[src/rtl/move_gen_scheduler.sv]
// move_gen_scheduler: board-level sequencer for the eight column move generators.
// Latches a board, resets the columns, waits for them (with a watchdog), then
// drains the column FIFOs in column order and streams valid moves out.
//
// state | meaning
// IDLE  | waiting for start
// RST   | col_reset held high for RST_CYCLES cycles
// GEN   | waiting for all col_done, watchdog running
// SEL   | pick lowest non-empty column FIFO, or finish
// RD    | one-cycle read enable to the selected column
// LAT   | FIFO q valid, capture word and its valid-slot mask
// SER   | stream pending slots over valid/ready
// FIN   | one-cycle gen_done pulse
module move_gen_scheduler #(
    parameter int unsigned RST_CYCLES  = 2,
    parameter int unsigned GEN_TIMEOUT = 1023
) (
    input  logic          clk,
    input  logic          reset,
    input  logic          start_i,
    input  logic [255:0]  board_state_i,
    output logic [255:0]  col_state_o,
    output logic          col_reset_o,
    input  logic [7:0]    col_done_i,
    input  logic [7:0]    col_empty_i,
    output logic [7:0]    col_rden_o,
    input  logic [1279:0] col_data_i,
    output logic [18:0]   move_out_o,
    output logic          move_valid_o,
    input  logic          move_ready_i,
    output logic          busy_o,
    output logic          gen_done_o,
    output logic [7:0]    move_count_o,
    output logic          timeout_o
);
    typedef enum logic [2:0] {
        S_IDLE, S_RST, S_GEN, S_SEL, S_RD, S_LAT, S_SER, S_FIN
    } state_t;

    localparam logic [3:0] RST_LOAD = 4'(RST_CYCLES);
    localparam logic [9:0] WD_LAST  = 10'(GEN_TIMEOUT - 1);

    state_t            state_q;
    logic [3:0]        rst_cnt_q;
    logic [9:0]        wd_cnt_q;
    logic [2:0]        col_q;
    logic [7:0][18:0]  slots_q;
    logic [7:0]        pend_q;
    logic [255:0]      col_state_q;
    logic [7:0]        col_rden_q;
    logic [18:0]       move_out_q;
    logic              move_valid_q;
    logic              gen_done_q;
    logic [7:0]        count_q;
    logic              timeout_q;

    logic [7:0][18:0]  lat_slots;
    logic [7:0]        lat_mask;
    logic [7:0]        pend_d;
    logic [2:0]        sel_idx;
    logic [63:0]       rsv_unused;

    function automatic logic [2:0] lowest_idx(input logic [7:0] m);
        logic [2:0] r;
        r = 3'd0;
        for (int i = 7; i >= 0; i--) begin
            if (m[i]) r = 3'(i);
        end
        return r;
    endfunction

    // Slice the selected column's FIFO word into slots; reserved bits are dropped.
    always_comb begin
        lat_slots  = '0;
        lat_mask   = '0;
        rsv_unused = '0;
        for (int c = 0; c < 8; c++) begin
            for (int k = 0; k < 8; k++) begin
                rsv_unused[8*c+k] = col_data_i[160*c + 20*k + 19];
                if (col_q == 3'(c)) begin
                    lat_slots[k] = col_data_i[160*c + 20*k +: 19];
                end
            end
        end
        for (int k = 0; k < 8; k++) begin
            lat_mask[k] = ~lat_slots[k][18];
        end
        pend_d  = pend_q & ~(8'd1 << lowest_idx(pend_q));
        sel_idx = lowest_idx(~col_empty_i);
    end

    // Sequencer FSM with all outputs registered.
    always_ff @(posedge clk) begin
        if (reset) begin
            state_q      <= S_IDLE;
            rst_cnt_q    <= '0;
            wd_cnt_q     <= '0;
            col_q        <= '0;
            slots_q      <= '0;
            pend_q       <= '0;
            col_state_q  <= '0;
            col_rden_q   <= '0;
            move_out_q   <= '0;
            move_valid_q <= 1'b0;
            gen_done_q   <= 1'b0;
            count_q      <= '0;
            timeout_q    <= 1'b0;
        end else begin
            gen_done_q <= 1'b0;
            col_rden_q <= 8'd0;
            case (state_q)
                S_IDLE: begin
                    if (start_i) begin
                        col_state_q <= board_state_i;
                        count_q     <= '0;
                        timeout_q   <= 1'b0;
                        rst_cnt_q   <= RST_LOAD;
                        state_q     <= S_RST;
                    end
                end
                S_RST: begin
                    if (rst_cnt_q == 4'd1) begin
                        wd_cnt_q <= '0;
                        state_q  <= S_GEN;
                    end else begin
                        rst_cnt_q <= rst_cnt_q - 4'd1;
                    end
                end
                S_GEN: begin
                    // completion wins over a watchdog expiring in the same cycle
                    if (&col_done_i) begin
                        state_q <= S_SEL;
                    end else if (wd_cnt_q == WD_LAST) begin
                        timeout_q <= 1'b1;
                        state_q   <= S_SEL;
                    end else begin
                        wd_cnt_q <= wd_cnt_q + 10'd1;
                    end
                end
                S_SEL: begin
                    if (&col_empty_i) begin
                        gen_done_q <= 1'b1;
                        state_q    <= S_FIN;
                    end else begin
                        col_q      <= sel_idx;
                        col_rden_q <= 8'd1 << sel_idx;
                        state_q    <= S_RD;
                    end
                end
                S_RD: begin
                    state_q <= S_LAT;
                end
                S_LAT: begin
                    slots_q <= lat_slots;
                    pend_q  <= lat_mask;
                    if (lat_mask == 8'd0) begin
                        state_q <= S_SEL;
                    end else begin
                        move_out_q   <= lat_slots[lowest_idx(lat_mask)];
                        move_valid_q <= 1'b1;
                        state_q      <= S_SER;
                    end
                end
                S_SER: begin
                    if (move_ready_i) begin
                        pend_q <= pend_d;
                        if (count_q != 8'hFF) count_q <= count_q + 8'd1;
                        if (pend_d == 8'd0) begin
                            move_valid_q <= 1'b0;
                            state_q      <= S_SEL;
                        end else begin
                            move_out_q <= slots_q[lowest_idx(pend_d)];
                        end
                    end
                end
                S_FIN: begin
                    state_q <= S_IDLE;
                end
                default: state_q <= S_IDLE;
            endcase
        end
    end

    assign col_state_o  = col_state_q;
    assign col_reset_o  = reset | (state_q == S_RST);
    assign col_rden_o   = col_rden_q;
    assign move_out_o   = move_out_q;
    assign move_valid_o = move_valid_q;
    assign busy_o       = (state_q != S_IDLE);
    assign gen_done_o   = gen_done_q;
    assign move_count_o = count_q;
    assign timeout_o    = timeout_q;

endmodule

[config.mk]
export PLATFORM = sky130hd
export DESIGN_NAME = move_gen_scheduler
export DESIGN_NICKNAME = d
export VERILOG_FILES = /design/src/rtl/move_gen_scheduler.sv
export SDC_FILE = /design/constraint.sdc
export NUM_CORES = 1
export LEC_CHECK = 0
export ABC_CLOCK_PERIOD_IN_PS = 2950
export CORE_AREA = 2 2 731 733
export CTS_CLUSTER_DIAMETER = 40
export DETAILED_ROUTE_END_ITERATION = 12
export DIE_AREA = 0 0 733 735
export PLACE_DENSITY = 0.3
export SLEW_MARGIN = 20
export SYNTH_ARGS = -nofsm -noshare
export SYNTH_HDL_FRONTEND = slang
export SYNTH_SLANG_ARGS = --single-unit
[constraint.sdc]
create_clock -name clk -period 2.95 [get_ports clk]
set_clock_uncertainty 0.15 [all_clocks]
set_input_delay 0.7375 -clock clk [delete_from_list [all_inputs] [get_ports clk]]
set_output_delay 0.7375 -clock clk [all_outputs]
set_load 0.05 [all_outputs]
==> results.json, run 1 <==
{
  "antenna_found_initial": 395,
  "final_cell_area_sq_um": 67100,
  "yosysWarningCount": 0,
  "setup_slack_ns": -0.271,
  "ant_nets": 0,
  "holdCritStartpoint": "col_state_o[38]",
  "max_slew.worst_pin.slew_ns": 0.851,
  "synth_edf_count": 0,
  "tns_ns": -3.28,
  "setup.worst_path.class": "flip-flop to flip-flop",
  "grt_first_pass_wirelength_um": 516000,
  "clockRootBuffer": "clkbuf_16",
  "cap_violations": 0,
  "drt_first_pass_iters": 5,
  "cts_buffer_depth": 4,
  "cp_max_fo": 7,
  "die_x_um": 733,
  "ys_seq_elements": 474,
  "h-tree-depth": 4,
  "crit_path_start": "col_q[0]",
  "min_path_type": "flip-flop to flip-flop",
  "clk_latency_ns": 0.79,
  "relSlewSlack_pct": 43.2,
  "synth-async-reset-ratio_pct": 0,
  "worst_ep_required_time_ns": 3.50,
  "start_util_pct": 5.41,
  "drt-total-wl_um": 427000,
  "irDropWorstVdd_mv": 0.384,
  "ios": 1852,
  "clkSlewWorstSetupHoldPaths_ns": 0.04,
  "finalCritPeriodShare_pct": 109,
  "die_area_sq_um": 539000,
  "numCtsBuffers": 137,
  "ys_top_cells_by_area": "dfxtp_1 (33%), mux2i_1 (14%), a21oi_1 (9.5%)",
  "dpl_cell_area_sq_um": 60200,
  "synth-main-ff-cell": "dfxtp_1",
  "detailed_place_hpwl_um": 377000,
  "cts_tree": "built",
  "yosys.area.top_type": "dfxtp_1",
  "port_buffers": 1787,
  "arrival_ns": 3.77,
  "grt_overflow_total": 0,
  "startpoint_type": "flip-flop",
  "dp_slack_ns": -1.10,
  "die_y_um": 735,
  "grt_pass1_vias": 40700,
  "slew_viol_final": 0,
  "pwr_density_cell_nw_per_um2": 641,
  "layout-drive-gt1-share_pct": 22.2,
  "vias_per_cell": 3.08,
  "max_freq_ghz": 0.310,
  "violations": "negative setup slack",
  "power.leakage_nw": 23.0,
  "synthToLayoutAreaGrowth_pct": 133,
  "syn_nets": 5276,
  "first_iter_violations": 2469,
  "synth.avg_cell_area_sq_um": 7.74,
  "drc": 0,
  "grt_use_total_pct": 15.1,
  "core_area_sq_um": 531000,
  "timing.rr.start": "col_q[0]",
  "finalNetCount": 7601,
  "crit_path_end_kind": "flip-flop",
  "gp_congestion": 0.926,
  "postCtsHoldBufs": 0,
  "synthCells": 3715,
  "vias": 40900,
  "grt_max_degree": 165,
  "setup_viol": 18,
  "rsz0062_at_grt": "yes",
  "status": "finished with violations",
  "wl_per_cell_um": 32.2,
  "synthDistinctLibCells": 76,
  "synthesis.area_sq_um": 28800,
  "finalHoldViolations": 0,
  "fin_crit_ns": 3.22,
  "yosysTopAreaCellShare_pct": 33.0,
  "rows": 268,
  "yosysSeqAreaShare_pct": 33.0,
  "clock_sinks": 474,
  "whs_ns": 0.297
}
==> worst max-delay path: stages, from the launching register on <==
cell and delay [ns]:
dfxtp_4 0.36, buf_12 0.14, buf_12 0.11, mux4_2 0.54, nor2_4 0.13, a2bb2oi_4 0.21, o311ai_4 0.13, buf_12 0.16
a21oi_4 0.24, buf_6 0.14, buf_12 0.15, buf_4 0.14, mux2i_1 0.20, o22ai_1 0.12, o41ai_2 0.20
==> repair_timing <==
action / in CTS / in global routing
endpoints found under the hold margin: 0 / 0
pin swaps: 39 / 47
gates resized for setup: 160 / 124
buffers inserted: 48 / 31
cloned: 6 / 5
endpoints found under the setup margin: 92 / 40
==> flip-flops by register name, summed over array words and instances, names as in the netlist <==
register	cells
wd_cnt_q	10
move_valid_o	1
gen_done_o	1
rst_cnt_q	4
col_q	3
pend_q	8
move_out_o	19
timeout_o	1
state_q	3
move_count_o	8
col_rden_o	8
col_state_o	256
slots_q	152
==> per-layer routing <==
metal / vias to the layer above / GRT usage (%) / share of wire (%)
met5: - / 0 / 0.30
met4: 202 / 3.55 / 3.1
met3: 817 / 6.59 / 10
met2: 2030 / 26.3 / 48
met1: 19500 / 16.8 / 38
li1: 18300 / - / -
==> synthesized netlist by cell type, drive strengths merged, types with 27 or more instances <==
cell type / number
o21ai: 161
mux4: 37
a211oi: 143
nor3: 36
buf: 125
mux2: 30
mux2i: 393
clkbuf: 230
o21a: 27
a221oi: 75
o221ai: 43
o22ai: 123
a21oi: 547
dfxtp: 474
nor2: 376
nand2: 663
a22oi: 58
==> stage by stage <==
step | instances | power [mW] | utilization (%)
5_1_grt | 13200 | 45.2 | 12.6
3_5_place_dp | 12800 | 27.3 | 11.3
6_report | 13300 | 43.0 | 12.6
4_1_cts | 13100 | 43.8 | 12.4
3_3_place_gp | 12800 | 27.3 | 11.3
2_1_floorplan | 3715 | 15.6 | -
==> layout make-up <==
class / instances / area (sq um)
inverter: 19 / 81.3
timing repair buffer: 2541 / 25300
multi-input combinational: 2867 / 18500
tap: 7020 / 8780
sequential: 474 / 9500
clock inverter: 57 / 796
clock buffer: 185 / 3900
fill: 61300 / 464000
antenna: 95 / 238
==> cells in the final DEF (no fill, tap or decap), types with 36 or more instances in the layout <==
master           netlist  layout
a211oi_1             143     143
a21oi_1              546     521
a221oi_1              74      56
a22oi_1               57      49
buf_12                 0     126
buf_4                 41     694
buf_6                 10      36
clkbuf_16              0     145
clkdlybuf4s50_1        0    1626
dfxtp_1              474     469
diode_2                0      95
mux2i_1              393     361
mux4_2                36      37
nand2_1              662     656
nor2_1               374     362
nor3_1                36      36
o21ai_0              148     133
o22ai_1              123     110
==> worst paths after layout <==
kind	slack [ns]	to	cells past startpoint
worst min-delay path	0.30	col_state_o[38]	2
worst min register to register	0.30	col_state_o[38]	2
worst max register to register	-0.27	move_out_o[2]	14
worst max-delay path	-0.27	move_out_o[2]	14
==> power by group <==
group | switching (mW) | total, mW | internal, mW | leakage (nW)
Combinational | 11.9 | 19.8 | 7.84 | 16.9
Clock | 4.86 | 15.5 | 10.6 | 2.30
Sequential | 0.501 | 7.82 | 7.31 | 3.86
==> logic make-up (layout without fill, tap and decap cells) <==
| group | count (synthesis) | after routing | share of synthesized area, % |
|---|---|---|---|
| AOI/OAI and AO/OA | 1235 | 1235 | 26.7 |
| and+or+nand+nor | 1152 | 1152 | 16.0 |
| DFF | 474 | 474 | 33.0 |
| muxes | 460 | 460 | 17.8 |
| buffers and inverters | 374 | 2802 | 5.93 |
| xor gates and xnor gates | 14 | 14 | 0.426 |
| adders and majority gates | 6 | 6 | 0.257 |
| other | 0 | 95 | 0 |
(Power assumes the default switching activity.)
==> run 2, diff against run 1 <==
PLACE_DENSITY = not set   (was 0.3)
PLACE_DENSITY_LB_ADDON = 0.3   (was not set)
==> run 2 against run 1 <==
Against the previous run:
- the flow still finishes with violations (negative setup slack)
- cell area is 0.72% lower
- register-to-register slack hardly changed
- global-route usage is 0.26 points higher
- critical path type unchanged
- critical endpoint is now move_out_o[0]
==> results.json, run 2 (synthesized netlist as in run 1, its figures left out) <==
{
  "status": "finished with violations",
  "violations": "negative setup slack",
  "final_cell_area_sq_um": 66600,
  "drt-total-wl_um": 434000,
  "slew_viol_final": 0,
  "grt_max_degree": 155,
  "die_x_um": 733,
  "wl_met1_um": 166000,
  "pwr_density_cell_nw_per_um2": 619,
  "max_freq_ghz": 0.309,
  "met3WireLength_um": 45100,
  "critPathTopFamily": "compound AO/OA/AOI/OAI gates",
  "clock_sinks": 474,
  "core_area_sq_um": 531000,
  "ant_nets": 0,
  "first_iter_violations": 3048,
  "ios": 1852,
  "vias_per_cell": 3.09,
  "numCtsBuffers": 117,
  "clkSlewWorstSetupHoldPaths_ns": 0.05,
  "die_area_sq_um": 539000,
  "max_slew.worst_pin.slew_ns": 1.02,
  "vias": 40900,
  "fin_crit_ns": 3.24,
  "dr_wl_met2_um": 208000,
  "start_util_pct": 5.41,
  "worst_ep_required_time_ns": 3.55,
  "top_layer_used": "met5",
  "finalCritPeriodShare_pct": 110,
  "h-tree-depth": 3,
  "cts_tree": "built",
  "finalHoldViolations": 0,
  "power.leakage_nw": 22.7,
  "largest_register_ffs": 256,
  "min_path_type": "primary input to flip-flop",
  "arrival_ns": 3.84,
  "worstPathCellList": "buf_4, nor2b_4, buf_12, buf_12, buf_4, a22oi_1, o221ai_1, o21a_1, a21oi_1, mux2i_2, o221ai_2, o21ai_1",
  "synthToLayoutAreaGrowth_pct": 132,
  "setup_viol": 24,
  "grt_pass1_vias": 39900,
  "dpl_cell_area_sq_um": 60100,
  "final_common_cell": "clkdlybuf4s50_1",
  "grt_use_total_pct": 15.4,
  "crit_path_end_kind": "flip-flop",
  "cpPeakStageDelay_ns": 0.57,
  "setup.worst_path.class": "flip-flop to flip-flop",
  "detailed_place_hpwl_um": 386000,
  "cap_violations": 0,
  "wl_per_cell_um": 32.8,
  "final_cell_mix": "clkdlybuf4s50_1 (1607), buf_4 (698), nand2_1 (656)",
  "drt_first_pass_iters": 6,
  "rows": 268,
  "crit_buf_inv": 4,
  "irDropWorstVdd_mv": 0.452,
  "finalNetCount": 7572,
  "n_fill_cell": 61000,
  "clockRootBuffer": "clkbuf_16",
  "grt_overflow_total": 0,
  "cts_buffer_depth": 4,
  "startpoint_type": "flip-flop",
  "drc": 0,
  "die_y_um": 735,
  "layout-drive-gt1-share_pct": 22.6,
  "grt_first_pass_wirelength_um": 520000,
  "crit_path_top_delay_cell": "a22oi_1",
  "rsz0062_at_grt": "yes",
  "finalPower_mw": 41.2,
  "setup_slack_ns": -0.285,
  "antenna_found_initial": 417,
  "port_buffers": 1787,
  "relSlewSlack_pct": 32.0,
  "gp_congestion": 0.943,
  "cp_max_fo": 12,
  "clk_latency_ns": 0.83
}
run 2: worst reg2reg max path, cell delays in order, from the launching register on:
cell and delay, ns:
dfxtp_4 0.36, buf_4 0.15, nor2b_4 0.17, buf_12 0.17, buf_12 0.14, buf_4 0.20
a22oi_1 0.57, o221ai_1 0.23, o21a_1 0.14, a21oi_1 0.44, mux2i_2 0.16, o221ai_2 0.24
o21ai_1 0.08
run 2: metal layers:
layer / vias up / GRT usage (%)
met5: - / 0
li1: 18300 / -
met1: 19400 / 17.2
met4: 202 / 3.41
met3: 804 / 6.64
met2: 2175 / 26.8
run 2: worst paths after layout:
path / from / to / slack, ns / depth (start not counted)
max: col_q[1] / move_out_o[0] / -0.29 / 12
min reg2reg: col_state_o[129] / col_state_o[129] / 0.30 / 2
min: reset / col_state_o[198] / 0.14 / 2
max reg2reg: col_q[1] / move_out_o[0] / -0.29 / 12
run 2: power by group:
group | switching, mW | internal [mW] | leakage [nW]
clock network | 4.42 | 9.02 | 1.98
logic | 12.1 | 7.89 | 16.9
registers | 0.484 | 7.31 | 3.86
run 2: layout make-up:
class / count / area [sq um] / area share [%]
Clock inverter: 64 / 806 / 1.21
Tap cell: 7020 / 8780 / 13.2
Timing Repair Buffer: 2532 / 25200 / 37.8
Clock buffer: 145 / 3240 / 4.87
Sequential cell: 474 / 9500 / 14.3
Antenna cell: 109 / 273 / 0.409
Multi-Input combinational cell: 2867 / 18700 / 28.1
Inverter: 19 / 81.3 / 0.122
run 2: per-stage QoR:
stage	setup TNS (ns)	hold slack, ns	setup WS, ns	std cells	util [%]
2_1_floorplan	0	0.304	0.0868	3715	-
3_3_place_gp	-33.17	0.292	-1.27	12800	11.3
3_5_place_dp	-32.32	0.296	-1.21	12800	11.3
4_1_cts	-7.22	0.0585	-0.365	13100	12.4
5_1_grt	-7.90	0.0892	-0.393	13200	12.5
6_report	-4.27	0.138	-0.285	13200	12.5
run 2: timing repair:
item,4_1_cts,5_1_grt
endpoints found under the setup margin,102,69
endpoints found under the hold margin,0,0
setup buffers,50,18
gates resized for setup,247,109
pin swaps,33,31
cloned,10,3
hold buffers,0,0
